## src/rtl/svc_sync_fifo_n.sv

```systemverilog
// Synchronous first-word-fall-through FIFO, 2**ADDR_WIDTH entries deep.
// The head entry is visible on rd_data whenever empty is low.
module svc_sync_fifo_n #(
    parameter int unsigned ADDR_WIDTH = 1,
    parameter int unsigned DATA_WIDTH = 8
) (
    input  logic                  clk,
    input  logic                  rst_n,
    input  logic                  wr_en,
    input  logic [DATA_WIDTH-1:0] wr_data,
    input  logic                  rd_en,
    output logic [DATA_WIDTH-1:0] rd_data,
    output logic                  full,
    output logic                  empty
);
    localparam int unsigned DEPTH = 1 << ADDR_WIDTH;
    localparam int unsigned PTR_W = ADDR_WIDTH + 1;

    logic [PTR_W-1:0]      wptr;
    logic [PTR_W-1:0]      rptr;
    logic [DATA_WIDTH-1:0] mem [DEPTH];

    // Extra pointer MSB distinguishes full from empty.
    assign empty   = (wptr == rptr);
    assign full    = (wptr[ADDR_WIDTH] != rptr[ADDR_WIDTH]) &&
                     (wptr[ADDR_WIDTH-1:0] == rptr[ADDR_WIDTH-1:0]);
    assign rd_data = mem[rptr[ADDR_WIDTH-1:0]];

    always_ff @(posedge clk or negedge rst_n) begin
        if (!rst_n) begin
            wptr <= '0;
            rptr <= '0;
        end else begin
            if (wr_en && !full)
                wptr <= wptr + PTR_W'(1);
            if (rd_en && !empty)
                rptr <= rptr + PTR_W'(1);
        end
    end

    always_ff @(posedge clk) begin
        if (wr_en && !full)
            mem[wptr[ADDR_WIDTH-1:0]] <= wr_data;
    end
endmodule

```

## src/rtl/svc_axi_rd_burst_split.sv

```systemverilog
// AXI read burst splitter: reissues each burst as single-beat reads and
// regenerates rlast on the returning beats from a FIFO of burst lengths.
module svc_axi_rd_burst_split #(
    parameter int unsigned AXI_ADDR_WIDTH           = 8,
    parameter int unsigned AXI_DATA_WIDTH           = 16,
    parameter int unsigned AXI_ID_WIDTH             = 4,
    parameter int unsigned AXI_USER_WIDTH           = 1,
    parameter int unsigned OUTSTANDING_BURSTS_WIDTH = 1
) (
    input  logic                      clk,
    input  logic                      rst,

    input  logic                      s_axi_arvalid,
    output logic                      s_axi_arready,
    input  logic [AXI_ID_WIDTH-1:0]   s_axi_arid,
    input  logic [AXI_ADDR_WIDTH-1:0] s_axi_araddr,
    input  logic [7:0]                s_axi_arlen,
    input  logic [2:0]                s_axi_arsize,
    input  logic [1:0]                s_axi_arburst,
    input  logic [AXI_USER_WIDTH-1:0] s_axi_aruser,

    output logic                      s_axi_rvalid,
    input  logic                      s_axi_rready,
    output logic [AXI_ID_WIDTH-1:0]   s_axi_rid,
    output logic [AXI_DATA_WIDTH-1:0] s_axi_rdata,
    output logic [1:0]                s_axi_rresp,
    output logic [AXI_USER_WIDTH-1:0] s_axi_ruser,
    output logic                      s_axi_rlast,

    output logic                      m_axi_arvalid,
    input  logic                      m_axi_arready,
    output logic [AXI_ID_WIDTH-1:0]   m_axi_arid,
    output logic [AXI_ADDR_WIDTH-1:0] m_axi_araddr,
    output logic [7:0]                m_axi_arlen,
    output logic [2:0]                m_axi_arsize,
    output logic [1:0]                m_axi_arburst,
    output logic [AXI_USER_WIDTH-1:0] m_axi_aruser,

    input  logic                      m_axi_rvalid,
    output logic                      m_axi_rready,
    input  logic [AXI_ID_WIDTH-1:0]   m_axi_rid,
    input  logic [AXI_DATA_WIDTH-1:0] m_axi_rdata,
    input  logic [1:0]                m_axi_rresp,
    input  logic [AXI_USER_WIDTH-1:0] m_axi_ruser
);
    localparam logic [1:0] BURST_FIXED = 2'b00;
    localparam logic [1:0] BURST_INCR  = 2'b01;

    typedef enum logic {IDLE, ISSUE} state_t;

    state_t                    state;
    logic [7:0]                beats_left;
    logic [7:0]                rcnt;
    logic [7:0]                head_len;
    logic                      fifo_full;
    logic                      fifo_empty;
    logic                      len_valid;
    logic                      ar_hs;
    logic                      r_hs;
    logic                      pop;
    logic                      arready_idle;
    logic [AXI_ADDR_WIDTH-1:0] next_addr;

    assign ar_hs     = s_axi_arvalid && s_axi_arready;
    assign len_valid = !fifo_empty;
    assign r_hs      = m_axi_rvalid && s_axi_rready && len_valid;
    assign pop       = r_hs && s_axi_rlast;

    // Look ahead at this cycle's pop so a freed slot reopens arready next cycle.
    assign arready_idle = !(fifo_full && !pop);

    // WRAP and reserved encodings advance like INCR.
    always_comb begin
        next_addr = m_axi_araddr + (AXI_ADDR_WIDTH'(1) << m_axi_arsize);
        case (m_axi_arburst)
            BURST_FIXED: next_addr = m_axi_araddr;
            BURST_INCR:  next_addr = m_axi_araddr + (AXI_ADDR_WIDTH'(1) << m_axi_arsize);
            default:     next_addr = m_axi_araddr + (AXI_ADDR_WIDTH'(1) << m_axi_arsize);
        endcase
    end

    always_ff @(posedge clk) begin
        if (rst) begin
            state         <= IDLE;
            s_axi_arready <= 1'b0;
            m_axi_arvalid <= 1'b0;
            m_axi_arid    <= '0;
            m_axi_araddr  <= '0;
            m_axi_arsize  <= '0;
            m_axi_arburst <= '0;
            m_axi_aruser  <= '0;
            beats_left    <= '0;
        end else begin
            case (state)
                IDLE: begin
                    if (ar_hs) begin
                        m_axi_arid    <= s_axi_arid;
                        m_axi_araddr  <= s_axi_araddr;
                        m_axi_arsize  <= s_axi_arsize;
                        m_axi_arburst <= s_axi_arburst;
                        m_axi_aruser  <= s_axi_aruser;
                        beats_left    <= s_axi_arlen;
                        s_axi_arready <= 1'b0;
                        m_axi_arvalid <= 1'b1;
                        state         <= ISSUE;
                    end else begin
                        s_axi_arready <= arready_idle;
                    end
                end
                ISSUE: begin
                    if (m_axi_arready) begin
                        if (beats_left == 8'd0) begin
                            m_axi_arvalid <= 1'b0;
                            s_axi_arready <= arready_idle;
                            state         <= IDLE;
                        end else begin
                            beats_left    <= beats_left - 8'd1;
                            m_axi_araddr  <= next_addr;
                        end
                    end
                end
                default: state <= IDLE;
            endcase
        end
    end

    // Beat position within the burst at the FIFO head.
    always_ff @(posedge clk) begin
        if (rst)
            rcnt <= '0;
        else if (r_hs)
            rcnt <= s_axi_rlast ? 8'd0 : rcnt + 8'd1;
    end

    svc_sync_fifo_n #(
        .ADDR_WIDTH (OUTSTANDING_BURSTS_WIDTH),
        .DATA_WIDTH (8)
    ) u_len_fifo (
        .clk     (clk),
        .rst_n   (!rst),
        .wr_en   (ar_hs),
        .wr_data (s_axi_arlen),
        .rd_en   (pop),
        .rd_data (head_len),
        .full    (fifo_full),
        .empty   (fifo_empty)
    );

    assign m_axi_arlen  = 8'd0;
    assign s_axi_rvalid = m_axi_rvalid && len_valid;
    assign m_axi_rready = s_axi_rready && len_valid;
    assign s_axi_rid    = m_axi_rid;
    assign s_axi_rdata  = m_axi_rdata;
    assign s_axi_rresp  = m_axi_rresp;
    assign s_axi_ruser  = m_axi_ruser;
    assign s_axi_rlast  = (rcnt == head_len);
endmodule

```

## config.mk

```make
export PLATFORM = sky130hd
export DESIGN_NAME = svc_axi_rd_burst_split
export DESIGN_NICKNAME = d
export VERILOG_FILES = /design/src/rtl/svc_sync_fifo_n.sv /design/src/rtl/svc_axi_rd_burst_split.sv
export SDC_FILE = /design/constraint.sdc
export NUM_CORES = 1
export LEC_CHECK = 0
export ABC_AREA = 1
export CAP_MARGIN = 20
export CORE_UTILIZATION = 40
export DETAILED_ROUTE_END_ITERATION = 10
export PLACE_DENSITY = 0.76
export SLEW_MARGIN = 20
export SYNTH_ARGS = -nofsm -noshare
export SYNTH_HDL_FRONTEND = slang
export SYNTH_SLANG_ARGS = --single-unit
export TNS_END_PERCENT = 10
```

## constraint.sdc

```tcl
create_clock -name clk -period 1.8 [get_ports clk]
set_input_delay 0.36 -clock clk [delete_from_list [all_inputs] [get_ports clk]]
set_output_delay 0.36 -clock clk [all_outputs]
set_load 0.02 [all_outputs]
```

==> results.md <==
- Unrepaired setup endpoints after global routing: true
- Worst R2R Path Depth: 10
- DP Wirelength: 5460 um
- Drt pass-1 iters: 4
- Main combinational cell family by area after synthesis: simple AND/OR/NAND/NOR gates
- Distinct cells, synth: 42
- Final net count: 558
- Critical R2R Capture: m_axi_araddr[6]
- Min Tclk post-route: 2040 ps
- Commonest non-fill, non-tap cells in the layout: nand2_1, clkdlybuf4s50_1, nor2_1
- Critical path endpoint category: primary output
- CP max FO: 5
- CP cell instances: clkinvlp_4 > nand2_2 > buf_4 > nand3_2 > nand3_2 > nor2_4 > nand2_1 > inv_1 > buf_6
- WL final: 7560 um
- Die Ht: 93.5 um
- CP peak stage delay: 460 ps
- Cts bufs inserted: 9
- First-pass GRT wire length: 12,200 um
- H-tree Lvls: 3
- Clock sink count: 57
- Cell area after synthesis: 3350 um2
- Achievable Freq: 0.490 GHz
- Hold-fix buffers, CTS: 0
- Status: complete, but fails checks
- Critical path launch point type: register
- Non-Filler Instances: 602
- Worst path required time: 1440 ps
- Post-place setup slack: -229 ps
- DRC: 0
- CTS clk-pin slew, worst paths: 60 ps
- CTS tree: yes
- Commonest non-fill, non-tap cell in the layout: nand2_1
- Cells after Synth: 433
- Setup_tns: -546 ps
- Share of layout cells above drive strength 1: 0.203
- Area growth syn-to-layout: 26.9%
- Diode count: 0
- Number of synthesized register bits: 57
- Drt initial violations: 100
- GR Overflow Total: 0
- Number of warnings issued by yosys: 0
- Cell mode on critical path: nand3_2
- Wire per inst: 12.6 um
- Register-to-Register Setup Slack: -140 ps
- Final Hold Fails: 0
- I/O Buffers: 54
- Critical Path AT: 1680 ps
- Crit Path Class: register to primary output
- Adder-cell area share of the yosys netlist: 0.0433
- Vias in the first global route: 2,852
- Fillers: 771
- # setup viols final: 6
- Post-Synth XOR/XNOR Area: 0.0415
- Skew-Pair Late Insertion Delay: 330 ps
- Largest net degree at the start of global routing: 24
- Die area: 8740 um2
- Reg2reg start: m_axi_arsize[0]
- Clk Tree Root Cell: clkbuf_8
- Register area share after synthesis: 0.394
- Placer Congestion: 0.859
- DR vias/cell: 4.83
- Die X: 93.5 um
- I/O pin cnt: 109
- Critical path's slowest cell: dfrtp_2
- Rows: 33
- Leak pwr: 1.81 nW
- Period Utilization, post-route: 1.13
- Post-synthesis simple-gate area fraction: 0.290
- Clk_skew: 6.87 ps
- CTS max path bufs: 2
- Initial core utilization: 0.410
- Pwr per Cell Area: 1290 nW/um2
- Global Route Usage Sum: 0.180
- Initial antenna violation count: 0
- Post-DRT Antenna Nets: 0
- Worst setup margin: -241 ps
- Multiplexer area fraction after synthesis: 0
- Max-slew violations: 0
- Max Cap Viol: 0
- Via count: 2,907
- Compound-Gate Fraction of Synth Area: 0.0956
- Worst hold path type: input port to asynchronous set/reset pin
- Failing checks: setup timing
- VDD IR max: 700 uV
- Placed insts: 581
- Syn avg cell area: 7.74 um2
- Core area: 8180 um2
==> logic make-up after synthesis <==
group | Yosys count
xor gates and xnor gates | 15
and+or+nand+nor | 206
DFF | 57
buffers and inverters | 82
other | 1
adders and majority gates | 11
AOI/OAI and AO/OA | 61
==> final cells by class <==
cell class,instances,area (um2),area share
multi-input combinational,301,1710,0.402
sequential,57,1330,0.313
timing repair buffer,82,766,0.180
inverter,40,153,0.0359
tap,105,131,0.0309
clock buffer,10,128,0.0300
clock inverter,6,26.3,0.00618
timing repair inverter,1,7.51,0.00177
==> sequential cells by signal, indices dropped and copies added, names as in the netlist <==
register	cells
s_axi_arready	1
rcnt	8
beats_left	8
m_axi_arvalid	1
u_len_fifo.wptr	2
u_len_fifo.rptr	2
m_axi_aruser	1
u_len_fifo.mem	16
state	1
m_axi_arsize	3
m_axi_arid	4
m_axi_arburst	2
m_axi_araddr	8
==> how the worst max path moves through the flow <==
stage | startpoint | to | cells past startpoint
final | u_len_fifo.rptr[0] | s_axi_rlast | 9
after detailed placement | u_len_fifo.rptr[0] | s_axi_rlast | 10
after global placement | u_len_fifo.rptr[0] | s_axi_rlast | 10
after CTS | u_len_fifo.rptr[0] | s_axi_rlast | 9
after global routing | u_len_fifo.rptr[0] | s_axi_rlast | 9
after floorplan | m_axi_arsize[0] | m_axi_araddr[6] | 10
==> per-layer routing <==
metal	GRT usage	vias to the layer above	part of all wire
li1	-	1485	-
met1	0.191	1316	0.41
met2	0.320	90	0.51
met3	0.0683	16	0.068
met4	0.0705	0	0.014
met5	0	-	0
==> cell usage after synthesis <==
| cell type | count | share of area |
|---|---|---|
| o21ai_0 | 26 | 0.039 |
| fa_1 | 1 | 0.0060 |
| nor2_4 | 4 | 0.013 |
| ha_1 | 10 | 0.037 |
| and3_1 | 1 | 0.0019 |
| nor2_1 | 44 | 0.049 |
| or2_1 | 1 | 0.0019 |
| nor3b_2 | 1 | 0.0037 |
| nand2_2 | 11 | 0.021 |
| xnor2_2 | 1 | 0.0049 |
| dfxtp_1 | 37 | 0.22 |
| inv_1 | 35 | 0.039 |
| nand3_2 | 2 | 0.0060 |
| xnor2_1 | 5 | 0.013 |
| and2_1 | 1 | 0.0019 |
| nor3_2 | 2 | 0.0060 |
| a21oi_1 | 24 | 0.036 |
| nand4_1 | 1 | 0.0019 |
| o21ai_1 | 3 | 0.0045 |
| a21boi_0 | 1 | 0.0022 |
| dfrtp_1 | 4 | 0.030 |
| nor3_4 | 1 | 0.0049 |
| nor2_2 | 1 | 0.0019 |
| o211ai_1 | 2 | 0.0045 |
| or2_4 | 1 | 0.0026 |
| inv_2 | 5 | 0.0056 |
| a31oi_1 | 4 | 0.0075 |
| buf_6 | 2 | 0.0067 |
| nand2_1 | 96 | 0.11 |
| nand2_4 | 1 | 0.0034 |
| o21bai_1 | 1 | 0.0022 |
| clkbuf_1 | 4 | 0.0045 |
| xor2_1 | 9 | 0.024 |
| edfxtp_1 | 16 | 0.14 |
| nand3_4 | 1 | 0.0052 |
| buf_4 | 33 | 0.074 |
| nand3b_1 | 2 | 0.0045 |
| buf_2 | 3 | 0.0045 |
| nor3b_1 | 1 | 0.0022 |
| nor3_1 | 8 | 0.012 |
| conb_1 | 1 | 0.0011 |
| nand3_1 | 26 | 0.039 |
==> worst max-delay path, delay by kind of cell, from the launching register on <==
| kind | cells | cell delay [ps] |
|---|---|---|
| flops | 1 | 460 |
| buf+inv | 4 | 450 |
| simple gates | 5 | 440 |
==> timing repair <==
item | CTS | global route
pin swaps | 7 | 6
resized for setup | 30 | 12
buffers inserted | 1 | 2
cloned | 2 | 0
setup endpoints to repair | 9 | 10
==> power by group <==
group	leakage, nW	internal, mW	switching [mW]
clock network	0.0823	0.477	0.490
logic	1.23	1.14	1.45
registers	0.495	1.64	0.283
==> stage by stage <==
stage | hold WS, ps | utilization | total power [mW] | area, um2
global placement | 465 | 0.485 | 4.35 | 3970
floorplan | 301 | - | 3.68 | 3400
finish | 374 | 0.520 | 5.48 | 4250
CTS | 362 | 0.512 | 5.47 | 4180
global route | 379 | 0.520 | 5.90 | 4250
detailed placement | 471 | 0.485 | 4.42 | 3970
No activity file was read; power rests on OpenSTA's default activity.
==> edit 1, RTL diff (same settings) <==
Set the parameter `AXI_ID_WIDTH` to 5 (it was 4).
--- a/src/rtl/svc_axi_rd_burst_split.sv
+++ b/src/rtl/svc_axi_rd_burst_split.sv
@@ -3,7 +3,7 @@
 module svc_axi_rd_burst_split #(
     parameter int unsigned AXI_ADDR_WIDTH           = 8,
     parameter int unsigned AXI_DATA_WIDTH           = 16,
-    parameter int unsigned AXI_ID_WIDTH             = 4,
+    parameter int unsigned AXI_ID_WIDTH             = 5,
     parameter int unsigned AXI_USER_WIDTH           = 1,
     parameter int unsigned OUTSTANDING_BURSTS_WIDTH = 1
 ) (
Ports: changed (resized m_axi_arid, m_axi_rid, s_axi_arid and s_axi_rid); port bits go from 109 to 113. The function was not compared with the original's and may differ.
==> edit 1 against the original RTL <==
The run ends with DRC, setup timing left; sequential share of layout area down 0.27 points; global-route usage up 0.57 points; synthesized area up 0.56%; total power down 15%; synthesized cell count up 2.1%; final area up 2.6%; sequential cell count up 1; die area up 0.56%; first-iteration DRC count up 3.0%; sequential power down 8%; routed wire length up 2.8%; setup slack better by 0.12 ns; largest cell class unchanged; largest power group unchanged.
==> edit 1: results (changes against the original RTL) <==
- First-pass GRT wire length: 12690 um (was 12240 um)
- Final GP Congestion: 0.8581 (was 0.8593)
- Layout cells sized above 1: 20.78% (was 20.32%)
- Reg2reg path depth: 12 (was 10)
- P_leak: 1.887 nW (was 1.807 nW)
- Post-synthesis sequential area ratio: 39.82% (was 39.45%)
- Slack of the critical path: -0.1247 ns (was -0.2414 ns)
- Fraction of registers with async set/reset: 6.897% (was 7.018%)
- Final Non-Filler Cells: 620 (was 602)
- Final Setup Violations: 4 (was 6)
- Failing checks: DRC, setup timing (was setup timing)
- Status: finished with violations (unchanged)
- Worst EP arrival: 1.56 ns (was 1.68 ns)
- Syn avg cell area: 7.620 um^2 (was 7.735 um^2)
- Post-Route WL: 7769 um (was 7557 um)
- Drt first pass iters: 8 (was 4)
- YS warnings: 0 (unchanged)
- Number of global-route vias before repair: 2851 (was 2852)
- Vias: 2991 (was 2907)
- Initial antenna violation count: 0 (unchanged)
- Skew final: 0.01203 ns (was 0.006867 ns)
- Synth area leaders: dfxtp_1, edfxtp_1, nand2_1 (unchanged)
- Tot GR Track Use: 18.58% (was 18.01%)
- Nets: 578 (was 558)
- Worst VDD drop: 509.8 uV (was 700.3 uV)
- IO buf count: 56 (was 54)
- Hpwl dp: 5784 um (was 5461 um)
- Cell Area, Placed: 4064 um^2 (was 3965 um^2)
- Critical path peak fanout: 4 (was 5)
- Iter 0 DRT Violations: 103 (was 100)
- DRC Markers: 2 (was 0)
- Commonest cells in the netlist: nand2_1, nor2_1, inv_1 (was nand2_1, nor2_1, dfxtp_1)
==> edit 1: changes by cell type in the layout (fill, tap and decap cells not counted), sizes merged, moves of 6 or more <==
cell / delta
nand2: -6
buf: +8
a21oi: +9
inv: +6
==> edit 1: stage by stage <==
stage | setup WS [ns] | util [%] | setup TNS, ns | hold WS (ns)
global route | -0.2359 | 53.32 | -0.9860 | 0.3781
floorplan | 0.002864 | - | 0 | 0.3007
CTS | -0.1295 | 52.65 | -0.6195 | 0.3641
detailed placement | -0.2774 | 49.71 | -0.9334 | 0.4667
finish | -0.1247 | 53.32 | -0.2595 | 0.3759
global placement | -0.2063 | 49.71 | -0.5481 | 0.4586
==> edit 1: worst paths after layout <==
check,startpoint,to,slack [ns]
max,u_len_fifo.rptr[0],s_axi_rlast,-0.12
min,rst,u_len_fifo.wptr[0],0.38
max reg2reg,m_axi_arsize[2],m_axi_araddr[6],-0.07
min reg2reg,m_axi_arvalid,m_axi_arvalid,0.47
max in group asynchronous,rst,u_len_fifo.rptr[0],1.27
min in group clk,m_axi_arvalid,m_axi_arvalid,0.47
==> edit 1: repair_timing <==
item / 4_1_cts / 5_1_grt
gates cloned: 1 / 0
endpoints found under the setup margin: 7 / 11
buffers inserted: 3 / 1
hold buffers: 0 / 0
hold endpoints to repair: 0 / 0
pin swaps: 3 / 8
resized for setup: 24 / 21
==> edit 1: worst max-delay path: stages (launching register included) <==
cell and delay [ns]:
dfrtp_2 0.43, buf_6 0.15, nand2_2 0.06, nand2_1 0.08, nand2_1 0.06, nand2_1 0.07, nand2_2 0.06, nor2_4 0.11
nand2_1 0.05, inv_1 0.07, buf_6 0.11
==> edit 1: final cells by class <==
cell class | count | area, um^2
Fill cell | 761 | 3816
Multi-Input combinational cell | 303 | 1672
Sequential cell | 58 | 1354
Timing Repair Buffer | 92 | 845.8
Inverter | 45 | 168.9
Clock buffer | 12 | 155.1
Tap cell | 105 | 131.4
Clock inverter | 4 | 25.02
Timing Repair inverter | 1 | 7.507
==> edit 1: routing by layer <==
metal  GRT usage [%]  wire [um]  vias to the layer above
li1                -          -                     1529
met1           21.26       3288                     1373
met2           33.03       4012                       79
met3           3.964        407                       10
met4           8.205         60                        0
met5               0          0                        -
==> edit 1: logic make-up (layout without fill, tap and decap cells) <==
| group | Yosys count | after routing | share of synthesized area [%] |
|---|---|---|---|
| AOI/OAI and AO/OA | 72 | 72 | 11.14 |
| buffers and inverters | 88 | 154 | 14.19 |
| other | 1 | 8 | 0.1113 |
| adders and majority gates | 11 | 11 | 4.309 |
| DFF | 58 | 58 | 39.82 |
| xor gates and xnor gates | 9 | 9 | 2.563 |
| and+or+nand+nor | 203 | 203 | 27.86 |
==> edit 1: power breakdown <==
part	internal, mW	switching (mW)
sequential	1.57	0.193
combinational	0.798	1.01
clock	0.574	0.526
==> edit 2, RTL diff (same settings) <==
Made on the original files. Make the reset (`rst_n`) synchronous in one clocked block.
--- a/src/rtl/svc_sync_fifo_n.sv
+++ b/src/rtl/svc_sync_fifo_n.sv
@@ -26,7 +26,7 @@
                      (wptr[ADDR_WIDTH-1:0] == rptr[ADDR_WIDTH-1:0]);
     assign rd_data = mem[rptr[ADDR_WIDTH-1:0]];
 
-    always_ff @(posedge clk or negedge rst_n) begin
+    always_ff @(posedge clk) begin
         if (!rst_n) begin
             wptr <= '0;
             rptr <= '0;
Check against the original RTL: differs if rst is asserted again (counterexample within 4 cycles, from zero or initial values and one cycle with rst high); with rst held inactive, the same outputs for 10 cycles.
==> edit 2 against the original RTL <==
The flow still finishes with violations (setup timing); hold slack gained 0.11 ns; synthesized area grew 1.1%; setup slack gained 0.036 ns; synthesized cell count grew 3.9%; sequential cell count grew 1; total power grew 1.6%; via count grew 6.6%; clock power grew 15%; final area grew 5.4%; routed wire length grew 9.7%; critical endpoint is now m_axi_araddr[6]; largest cell class unchanged.
==> edit 2: results (changes against the original RTL) <==
- Final GP Congestion: 0.8523 (was 0.8593)
- Clock Path Buffers: 2 (unchanged)
- Top-area cell type share of the netlist area: 24.83% (was 22.11%)
- Tot GR Track Use: 18.98% (was 18.01%)
- P_leak: 1.914 nW (was 1.807 nW)
- YS warnings: 0 (unchanged)
- Commonest cells in the netlist: nand2_1, inv_1, dfxtp_1, nor2_1, o21ai_0 (was nand2_1, nor2_1, dfxtp_1)
- Worst VDD drop: 736.7 uV (was 700.3 uV)
- Worst Hold Class: reg2reg (was in2async)
- Slack of the critical path: -0.2053 ns (was -0.2414 ns)
- M1 GR Usage: 20.26% (was 19.14%)
- Initial antenna violation count: 0 (unchanged)
- Number of global-route vias before repair: 3006 (was 2852)
- Synth area leaders: dfxtp_1, edfxtp_1, nand2_1 (unchanged)
- Post-synthesis sequential area ratio: 39.02% (was 39.45%)
- DRC Markers: 0 (unchanged)
- Crit-path leading delay family: simple AND/OR/NAND/NOR gates (was flip-flops)
- First-pass GRT wire length: 12990 um (was 12240 um)
- Vias: 3099 (was 2907)
- Drt first pass iters: 7 (was 4)
- Critical path peak fanout: 5 (unchanged)
- Nets: 591 (was 558)
- Hpwl dp: 5982 um (was 5461 um)
- Number of synthesized flops with an enable pin: 16 (unchanged)
- Largest register FFs: 16 (unchanged)
- Largest stage delay, worst path: 0.38 ns (was 0.46 ns)
- Number of fill cells: 732 (was 771)
- Fraction of registers with async set/reset: 0% (was 7.018%)
- Total CTS buffers: 9 (unchanged)
- Area Growth Syn to Fin: 32.34% (was 26.90%)
- Critical path's slowest cell: dfxtp_2 (was dfrtp_2)
- IO buf count: 54 (unchanged)
- Cell Area, Placed: 4131 um^2 (was 3965 um^2)
- Post-synth cell types: 42 (unchanged)
- Global routing usage on met2: 34.61% (was 32.05%)
- Final Setup Violations: 7 (was 6)
- Worst-path clk slew: roughly 0.070 ns
- Largest net degree at the start of global routing: 27 (was 24)
- Status: finished with violations (unchanged)
- H-tree depth reported by CTS: 3 (unchanged)
- Post-Route WL: 8292 um (was 7557 um)
- Worst EP arrival: 2.23 ns (was 1.68 ns)
- Failing checks: setup timing (unchanged)
- M3 GR Usage: 5.663% (was 6.829%)
- Skew final: 0.01140 ns (was 0.006867 ns)
- Layout cells sized above 1: 25.47% (was 20.32%)
- Main synth FF type: dfxtp_1 (unchanged)
- Iter 0 DRT Violations: 149 (was 100)
- Ant diodes: 0 (unchanged)
==> edit 2: cell types whose count changed in the layout (fill, tap and decap cells not counted), sizes merged, moves of 4 or more <==
cell	before	now
xor2	9	4
o21ai	29	38
clkbuf	10	14
buf	31	43
dfrtp	4	0
inv	40	52
dfxtp	37	42
==> edit 2: path summary, 6_finish.rpt <==
kind                        start               to  slack (ns)  depth (start not counted)
setup reg to reg  m_axi_arsize[1]  m_axi_araddr[6]       -0.21                         13
hold / removal      m_axi_arid[1]    m_axi_arid[1]        0.48                          2
hold reg to reg     m_axi_arid[1]    m_axi_arid[1]        0.48                          2
setup / recovery  m_axi_arsize[1]  m_axi_araddr[6]       -0.21                         13
==> edit 2: what timing repair did <==
action | CTS | global route
pin swaps | 5 | 12
setup buffers | 1 | 5
resized for setup | 36 | 32
hold buffers | 0 | 0
setup endpoints to repair | 9 | 9
cloned | 1 | 0
==> edit 2: logic make-up after synthesis <==
kind of cell / Yosys count / synth area share, %
flip-flops: 58 / 39.02
XOR/XNOR: 7 / 1.811
AND/OR/NAND/NOR: 208 / 28.68
other: 1 / 0.1108
buffers and inverters: 91 / 14.23
adder cells (fa/ha/maj): 11 / 4.287
AO/OA/AOI/OAI: 74 / 11.86
==> edit 2: worst min-delay path, stage by stage (launching register included) <==
cell	delay [ns]
dfxtp_1	0.32
nor2_1	0.04
nor2_1	0.08
==> edit 2: final cells by class <==
| cell class | instances | share of cell area [%] |
|---|---|---|
| clock buffers | 12 | 3.491 |
| clock inverters | 4 | 0.5864 |
| inverters | 51 | 4.496 |
| well taps | 105 | 2.932 |
| flip-flops and latches | 58 | 29.80 |
| repair inverters | 1 | 0.2513 |
| multi-input cells | 308 | 38.70 |
| repair buffers | 96 | 19.74 |
==> edit 2: metal layers <==
metal  wire length (um)  part of all wire [%]
met4                129                   1.6
met5                  0                     0
met3                432                   5.2
met1               3427                    41
met2               4302                    52
==> edit 2: stage by stage <==
step	hold slack [ns]	std cells	TNS (ns)	setup slack, ns	power [mW]
after CTS	0.4847	630	-0.6307	-0.1764	5.461
after global routing	0.4980	635	-1.694	-0.3061	5.956
after detailed placement	0.4722	613	-1.431	-0.3590	4.303
final	0.4831	635	-0.9645	-0.2053	5.568
after global placement	0.4610	613	-1.194	-0.3109	4.227
after floorplan	0.4426	457	-0.1462	-0.09370	3.441
==> edit 2: power breakdown <==
part / internal, mW / switching (mW) / total (mW)
Sequential: 1.63 / 0.229 / 1.85
Combinational: 1.12 / 1.48 / 2.60
Clock: 0.581 / 0.528 / 1.11
Total: 3.33 / 2.24 / 5.57
